## src/rtl/mem_to_reg_loader.sv

```systemverilog
// Burst loader: reads consecutive words from a fixed-latency memory and writes them
// into consecutive destination registers, one READ/WAIT/WRITE round per word.
module mem_to_reg_loader #(
    parameter int WIDTH       = 12,
    parameter int ADDR_WIDTH  = 8,
    parameter int REG_SEL_W   = 3,
    parameter int LEN_WIDTH   = 4,
    parameter int MEM_LATENCY = 1
) (
    input  logic                  clk,
    input  logic                  rstN,
    input  logic                  start,
    input  logic [ADDR_WIDTH-1:0] baseAddr,
    input  logic [REG_SEL_W-1:0]  baseReg,
    input  logic [LEN_WIDTH-1:0]  length,
    output logic [ADDR_WIDTH-1:0] memAddr,
    output logic                  memRdEn,
    input  logic [WIDTH-1:0]      memData,
    output logic [REG_SEL_W-1:0]  regSel,
    output logic [WIDTH-1:0]      dataOut,
    output logic                  wrEn,
    output logic                  busy,
    output logic                  done,
    output logic [2:0]            dbg_state
);

    localparam int LAT_W = (MEM_LATENCY > 1) ? $clog2(MEM_LATENCY) : 1;

    typedef enum logic [2:0] {
        IDLE  = 3'd0,
        READ  = 3'd1,
        WAIT  = 3'd2,
        WRITE = 3'd3,
        DONE  = 3'd4
    } state_t;

    state_t                state_q, state_d;
    logic [ADDR_WIDTH-1:0] addr_q, addr_d;
    logic [REG_SEL_W-1:0]  reg_q, reg_d;
    logic [LEN_WIDTH-1:0]  remain_q, remain_d;
    logic [LAT_W-1:0]      lat_q, lat_d;
    logic [ADDR_WIDTH-1:0] mem_addr_q, mem_addr_d;
    logic                  mem_rd_en_q, mem_rd_en_d;
    logic [REG_SEL_W-1:0]  reg_sel_q, reg_sel_d;
    logic [WIDTH-1:0]      data_out_q, data_out_d;
    logic                  wr_en_q, wr_en_d;
    logic                  busy_q, busy_d;
    logic                  done_q, done_d;

    // Outputs are registered: each strobe is computed for the state being entered.
    always_comb begin
        state_d     = state_q;
        addr_d      = addr_q;
        reg_d       = reg_q;
        remain_d    = remain_q;
        lat_d       = lat_q;
        mem_addr_d  = mem_addr_q;
        mem_rd_en_d = 1'b0;
        reg_sel_d   = reg_sel_q;
        data_out_d  = data_out_q;
        wr_en_d     = 1'b0;
        done_d      = 1'b0;

        case (state_q)
            IDLE: begin
                if (start) begin
                    addr_d   = baseAddr;
                    reg_d    = baseReg;
                    remain_d = length;
                    if (length != '0) begin
                        state_d     = READ;
                        mem_rd_en_d = 1'b1;
                        mem_addr_d  = baseAddr;
                    end else begin
                        state_d = DONE;
                        done_d  = 1'b1;
                    end
                end
            end
            READ: begin
                state_d = WAIT;
                lat_d   = LAT_W'(MEM_LATENCY - 1);
            end
            WAIT: begin
                if (lat_q == '0) begin
                    state_d    = WRITE;
                    data_out_d = memData;
                    reg_sel_d  = reg_q;
                    wr_en_d    = 1'b1;
                end else begin
                    lat_d = lat_q - 1'b1;
                end
            end
            WRITE: begin
                addr_d   = addr_q + 1'b1;
                reg_d    = reg_q + 1'b1;
                remain_d = remain_q - 1'b1;
                if (remain_q == LEN_WIDTH'(1)) begin
                    state_d = DONE;
                    done_d  = 1'b1;
                end else begin
                    state_d     = READ;
                    mem_rd_en_d = 1'b1;
                    mem_addr_d  = addr_q + 1'b1;
                end
            end
            DONE: begin
                state_d = IDLE;
            end
            default: begin
                state_d = IDLE;
            end
        endcase

        busy_d = (state_d == READ) || (state_d == WAIT) || (state_d == WRITE);
    end

    always_ff @(posedge clk or negedge rstN) begin
        if (!rstN) begin
            state_q     <= IDLE;
            addr_q      <= '0;
            reg_q       <= '0;
            remain_q    <= '0;
            lat_q       <= '0;
            mem_addr_q  <= '0;
            mem_rd_en_q <= 1'b0;
            reg_sel_q   <= '0;
            data_out_q  <= '0;
            wr_en_q     <= 1'b0;
            busy_q      <= 1'b0;
            done_q      <= 1'b0;
        end else begin
            state_q     <= state_d;
            addr_q      <= addr_d;
            reg_q       <= reg_d;
            remain_q    <= remain_d;
            lat_q       <= lat_d;
            mem_addr_q  <= mem_addr_d;
            mem_rd_en_q <= mem_rd_en_d;
            reg_sel_q   <= reg_sel_d;
            data_out_q  <= data_out_d;
            wr_en_q     <= wr_en_d;
            busy_q      <= busy_d;
            done_q      <= done_d;
        end
    end

    assign memAddr   = mem_addr_q;
    assign memRdEn   = mem_rd_en_q;
    assign regSel    = reg_sel_q;
    assign dataOut   = data_out_q;
    assign wrEn      = wr_en_q;
    assign busy      = busy_q;
    assign done      = done_q;
    assign dbg_state = state_q;

endmodule
```

## config.mk

```make
export PLATFORM = sky130hd
export DESIGN_NAME = mem_to_reg_loader
export DESIGN_NICKNAME = d
export VERILOG_FILES = /design/src/rtl/mem_to_reg_loader.sv
export SDC_FILE = /design/constraint.sdc
export NUM_CORES = 1
export LEC_CHECK = 0
export CAP_MARGIN = 20
export CORE_MARGIN = 2
export CORE_UTILIZATION = 50
export CTS_CLUSTER_DIAMETER = 120
export DETAILED_ROUTE_END_ITERATION = 8
export PLACE_DENSITY = 0.83
export SKIP_CTS_REPAIR_TIMING = 1
export SLEW_MARGIN = 20
export SYNTH_ARGS = -nofsm -noshare
export SYNTH_HDL_FRONTEND = slang
export SYNTH_SLANG_ARGS = --single-unit
export TNS_END_PERCENT = 10
```

## constraint.sdc

```tcl
create_clock -name clk -period 2.9 [get_ports clk]
set_input_delay 0.725 -clock clk [delete_from_list [all_inputs] [get_ports clk]]
set_output_delay 0.725 -clock clk [all_outputs]
set_load 0.02 [all_outputs]
```

==> results.yml, run 1 <==
setup_path:
  rr_worst_depth: 4
  r2r_end: "addr_q[4]$_DFFE_PN0P_"
  crit_fanout: 19
  crit_type: "input port to register"
  crit_path_start_kind: "input port"
  crit_start: "length[0]"
  r2r_slack_ns: 0.93
  end_kind: "register"
  arrival_ns: 2.47
  required_ns: 3.08
  r2r_start: "dbg_state[2]$_DFF_PN0_"
  cp-endpoint: "memAddr[1]$_DFFE_PN0P_"
synth:
  synth_flop_cell: "dfrtp_1"
  synth_area_per_cell_um2: 11.10
  ys_seq_area_frac: 0.5396
  synth_edf_count: 0
  synth_top_area_frac: 0.5396
  synthCells: 188
  synth.net_count: 222
  synth_area_leaders: "dfrtp_1 54%, mux2_2 8.1%, o21ai_0 3.8%"
  async_flop_share: 1.000
  yosysTopAreaCell: "dfrtp_1"
  yosysUniqueCellTypes: 42
  syn_area_um2: 2087
  yosys_warnings: 0
  ys_ff_latch: 45
finish:
  nets: 282
  fillers: 318
  drive_above_1_share: 0.1406
  design_area_um2: 2818
  syn_to_final_growth_pct: 35.01
  antenna_cells: 0
power:
  combPwrFrac: 0.510
  vdd_drop_max_mv: 0.6113
  power.density_nw_per_um2: 1188
  clkPwrFrac: 0.143
  intPower_mw: 2.039
  switching_share: 0.3908
  p_switching_mw: 1.308
  seqPwrFrac: 0.346
  cellLeakagePower_nw: 1.178
detailed_routing:
  wirelength_mm: 4.634
  first_pass_iters: 4
  drc_errors: 0
  detail-route-antenna-nets: 0
  drtIter0Drc: 71
  avgViaCountPerCell: 5.415
  vias: 1619
  post_drt_wl_per_cell_um: 15.50
die:
  die_h_um: 68.61
  num_rows: 23
  die-area_um2: 4707
  fp.dieW_um: 68.61
  fp.coreArea_um2: 4000
  pin_count: 60
  initial_core_util: 0.5217
run_status:
  run_status: "finished clean"
timing:
  rsz0062_at_grt: "no"
  worst_slew_pin_slew_ns: 0.6800
  fin_worst_skew_ns: 0.004333
  drv_slew: 0
  setup_viol: 0
  timing.final.crit_period_ns: 2.282
  max-slew-margin-rel: 0.5467
  setup-tns-final_ns: 0
  finalHoldViolCount: 0
  max_freq_ghz: 0.4381
  fin_crit_sh: 0.7870
clock_network:
  clock-sinks: 45
  cts-root-buf: "clkbuf_8"
  cts_tree: "built"
  clk_latency_ns: 0.29
  htreeDepth: 2
  clockBufferDepth: 2
  cts.clk_slew.worst_paths_ns: 0.08
  cts_buffers: 5
grt:
  grt_pass1_vias: 1543
  gr-usage-all-layers: 0.2123
  grt_pass1_wl_mm: 7.369
  grt_remaining_overflow: 0
  grt_max_degree: 26
  antenna_found_initial: 0
placed_design:
  postPlaceCellArea_um2: 2701
  routabilityCongestion: 0.8813
  portBuffers: 59
  hpwl_mm: 3.464
flow_run:
  cap_violations: 0
worst_hold_path:
  min_path_type: "input port to async pin"
[sequential cells by signal, indices dropped and copies added (netlist names)]
name / count
memRdEn: 1
dbg_state: 3
wrEn: 1
dataOut: 12
reg_q: 3
memAddr: 8
remain_q: 4
done: 1
regSel: 3
busy: 1
addr_q: 8
[per-layer routing]
layer	vias up	track usage	routed length, um
met1	783	0.2926	1963
met5	-	0	0
met4	0	0.07000	48
met3	4	0.04870	231
met2	44	0.3317	2390
li1	788	-	-
[cells by family (layout without fill, tap and decap cells)]
family | after synthesis | count (layout) | share of synthesized area
multiplexers | 18 | 18 | 0.09532
AND/OR/NAND/NOR | 55 | 55 | 0.1379
adder cells (fa/ha/maj) | 4 | 4 | 0.02398
XOR/XNOR | 4 | 4 | 0.01678
AO/OA/AOI/OAI | 46 | 46 | 0.1451
flip-flops | 45 | 45 | 0.5396
buffers and inverters | 16 | 77 | 0.04136
[cell usage after synthesis, drive strengths merged, types with 2 or more instances]
cell type and n:
mux2 15, dfrtp 45, a31oi 2, ha 4
nor2 15, inv 6, a211oi 3, nor3 2
xnor2 4, a221o 2, nor3b 2, a21oi 8
nand3 5, a22oi 2, or3 2, a31o 2
clkbuf 3, o22ai 3, o21ai 17, nand2 21
o32ai 2, buf 7, mux2i 3
[power by group through the flow]
stage / sequential [mW] / clock [mW] / combinational [mW]
floorplan: 1.35 / 0 / 0.912
global placement: 1.16 / 0 / 1.66
detailed placement: 1.17 / 0 / 1.72
CTS: 1.16 / 0.492 / 1.73
global route: 1.21 / 0.511 / 1.87
finish: 1.16 / 0.479 / 1.71
[how the worst min path moves through the flow]
stage	startpoint	to	slack, ns	depth (start not counted)
after floorplan	rstN	addr_q[0]$_DFFE_PN0P_	0.43	0
final	rstN	addr_q[3]$_DFFE_PN0P_	0.37	1
after global routing	rstN	dbg_state[0]$_DFF_PN0_	0.40	1
after CTS	rstN	dbg_state[0]$_DFF_PN0_	0.38	1
after detailed placement	memAddr[1]$_DFFE_PN0P_	memAddr[1]$_DFFE_PN0P_	0.47	1
after global placement	memAddr[5]$_DFFE_PN0P_	memAddr[5]$_DFFE_PN0P_	0.47	2
[cells in the final DEF (no fill, tap or decap), types with 5 or more instances in the layout]
master | Yosys | routed
mux2_2 | 15 | 15
inv_1 | 6 | 6
nand3_1 | 5 | 5
nor2_1 | 14 | 14
clkdlybuf4s50_1 | 0 | 58
o21ai_0 | 16 | 16
nand2_1 | 21 | 21
clkbuf_8 | 0 | 6
a21oi_1 | 8 | 8
dfrtp_1 | 45 | 45
[worst max-delay path, cell delays in order]
cell             delay (ns)
clkdlybuf4s50_1        0.41
or4_1                  0.63
a22oi_4                0.44
a21oi_1                0.08
a21o_1                 0.17
[final cells by class]
type | count | area (um2) | share of cell area
repair buffers | 63 | 615.6 | 0.2185
clock inverters | 1 | 30.03 | 0.01066
clock buffers | 7 | 86.33 | 0.03064
inverters | 6 | 22.52 | 0.007993
multi-input cells | 127 | 874.6 | 0.3104
well taps | 50 | 62.56 | 0.02220
flip-flops and latches | 45 | 1126 | 0.3996
[stage by stage]
| stage | setup WS [ns] | instances | hold WS (ns) | total power, mW | util |
|---|---|---|---|---|---|
| 5_1_grt | 0.5166 | 299 | 0.3967 | 3.589 | 0.7044 |
| 4_1_cts | 0.6315 | 299 | 0.3800 | 3.379 | 0.7044 |
| 6_report | 0.6177 | 299 | 0.3726 | 3.347 | 0.7044 |
| 2_1_floorplan | 0.9675 | 188 | 0.4294 | 2.264 | - |
| 3_3_place_gp | 0.3867 | 291 | 0.4665 | 2.818 | 0.6753 |
| 3_5_place_dp | 0.3077 | 291 | 0.4704 | 2.894 | 0.6753 |
No activity file was read; power rests on OpenSTA's default activity.
==> run 2: changes to the inputs <==
--- a/config.mk
+++ b/config.mk
@@ -7,10 +7,10 @@
 export LEC_CHECK = 0
 export CAP_MARGIN = 20
 export CORE_MARGIN = 2
-export CORE_UTILIZATION = 50
+export CORE_UTILIZATION = 47
 export CTS_CLUSTER_DIAMETER = 120
 export DETAILED_ROUTE_END_ITERATION = 8
-export PLACE_DENSITY = 0.83
+export PLACE_DENSITY = 0.79
 export SKIP_CTS_REPAIR_TIMING = 1
 export SLEW_MARGIN = 20
 export SYNTH_ARGS = -nofsm -noshare
==> constraint.sdc (replaced) <==
create_clock -name clk -period 2.2 [get_ports clk]
set_input_delay 0.55 -clock clk [delete_from_list [all_inputs] [get_ports clk]]
set_output_delay 0.55 -clock clk [all_outputs]
set_load 0.02 [all_outputs]
==> results.yml, run 2 (synthesis results as in run 1) <==
run_status:
  run_status: "finished clean"
die:
  die_h_um: 70.64
  pin_count: 60
  die-area_um2: 4989
  initial_core_util: 0.4826
  num_rows: 24
  fp.coreArea_um2: 4324
  fp.dieW_um: 70.64
worst_hold_path:
  min_path_type: "input port to async pin"
grt:
  gr-usage-all-layers: 0.1914
  grt_pass1_vias: 1549
  grt_remaining_overflow: 0
  grt_pass1_wl_mm: 7.610
  grt_max_degree: 19
  antenna_found_initial: 0
timing:
  finalHoldViolCount: 0
  worst_slew_pin_slew_ns: 0.5396
  max_freq_ghz: 0.4869
  rsz0062_at_grt: "no"
  holdWs_ns: 0.1062
  timing.final.crit_period_ns: 2.054
  setup_viol: 0
  max-slew-margin-rel: 0.6403
  drv_slew: 0
  fin_worst_skew_ns: 0.005723
  fin_crit_sh: 0.9336
  setup-tns-final_ns: 0
finish:
  instances_no_fill: 307
  multiInputGateArea_um2: 874.6
  drive_above_1_share: 0.1647
  largest_reg_flops: 12
  fillers: 349
  final_cell_mix: "58 x clkdlybuf4s50_1, 45 x dfrtp_1, 21 x nand2_1, 16 x o21ai_0, 15 x mux2_2"
  final_common_cell: "clkdlybuf4s50_1"
  antenna_cells: 0
  regArea_um2: 1126
  nets: 288
  syn_to_final_growth_pct: 39.33
setup_path:
  end_kind: "output port"
  crit_fanout: 8
  crit_type: "register to output port"
  critPathTopFamily: "buffers and inverters"
  required_ns: 1.65
  slowest_stage: "clkdlybuf4s50_1"
  arrival_ns: 1.50
  crit_path_start_kind: "register"
  critical_path_buf_inv_count: 1
  path_cells: "clkdlybuf4s50_1"
  slowest_delay_ns: 0.68
clock_network:
  cts.clk_slew.worst_paths_ns: 0.08
  clockBufferDepth: 2
  cts_tree: "built"
  cts_buffers: 5
  htreeDepth: 2
  cts-root-buf: "clkbuf_8"
  clock-sinks: 45
  clk_latency_ns: 0.30
detailed_routing:
  vias: 1647
  post_drt_wl_per_cell_um: 15.02
  detail-route-antenna-nets: 0
  avgViaCountPerCell: 5.365
  drtIter0Drc: 87
  wirelength_mm: 4.611
  first_pass_iters: 4
  drc_errors: 0
power:
  vdd_drop_max_mv: 0.7390
  cellLeakagePower_nw: 1.223
  power.density_nw_per_um2: 1592
placed_design:
  portBuffers: 59
  hpwl_mm: 3.403
  dp_cells: 299
  routabilityCongestion: 0.7923
flow_run:
  cap_violations: 0
-- run 2: cell types whose count changed in the layout (fill, tap and decap cells not counted) --
| cell | change |
|---|---|
| clkbuf_8 | -1 |
| bufinv_16 | +1 |
| buf_4 | +4 |
| buf_12 | +2 |
| clkinv_2 | +1 |
| clkbuf_1 | -1 |
-- run 2: per-stage QoR --
stage,setup slack [ns],instance area [um2],power (mW),utilization
after floorplan,0.4425,2087,2.984,-
after global placement,0.005668,2774,3.829,0.6415
after detailed placement,-0.07223,2774,3.912,0.6415
after CTS,0.1316,2908,4.658,0.6725
after global routing,0.08367,2908,4.929,0.6725
final,0.1461,2908,4.629,0.6725
-- run 2: area by class of cell --
cell class	instances	share of cell area
clock buffer	5	0.02367
clock inverter	3	0.02238
inverter	6	0.007745
multi-input combinational	127	0.3008
sequential	45	0.3873
tap	52	0.02238
timing repair buffer	69	0.2358
-- run 2: per-layer routing --
metal  global-route usage  vias up  wire [um]
li1                     -      805          -
met1               0.2761      793       2058
met2               0.2998       41       2287
met3              0.02564        8        188
met4              0.06918        0         77
met5                    0        -          0
-- run 2: final timing paths --
kind	start	end	slack, ns	cells past startpoint
min in group clk	memAddr[1]$_DFFE_PN0P_	memAddr[1]$_DFFE_PN0P_	0.49	1
worst min-delay path	rstN	dbg_state[2]$_DFF_PN0_	0.11	1
max in group asynchronous	rstN	dataOut[6]$_DFFE_PN0P_	1.58	2
worst min register to register	memAddr[1]$_DFFE_PN0P_	memAddr[1]$_DFFE_PN0P_	0.49	1
worst max register to register	dbg_state[2]$_DFF_PN0_	addr_q[5]$_DFFE_PN0P_	0.26	5
worst max-delay path	dbg_state[2]$_DFF_PN0_	dbg_state[2]	0.15	1
-- run 2: power breakdown --
group | total, mW | internal [mW] | switching (mW) | leakage, nW
Clock | 0.740 | 0.451 | 0.288 | 0.0681
Sequential | 1.53 | 1.23 | 0.300 | 0.529
Combinational | 2.36 | 1.17 | 1.18 | 0.625
Total | 4.63 | 2.86 | 1.77 | 1.22
==> run 3: changes to the inputs <==
--- a/config.mk
+++ b/config.mk
@@ -12,7 +12,7 @@
 export DETAILED_ROUTE_END_ITERATION = 8
 export PLACE_DENSITY = 0.79
 export SKIP_CTS_REPAIR_TIMING = 1
-export SLEW_MARGIN = 20
+export SLEW_MARGIN = 5
 export SYNTH_ARGS = -nofsm -noshare
 export SYNTH_HDL_FRONTEND = slang
 export SYNTH_SLANG_ARGS = --single-unit
==> results of run 3 <==
Same layout as run 2: the final DEF is identical, and so are final timing and power.
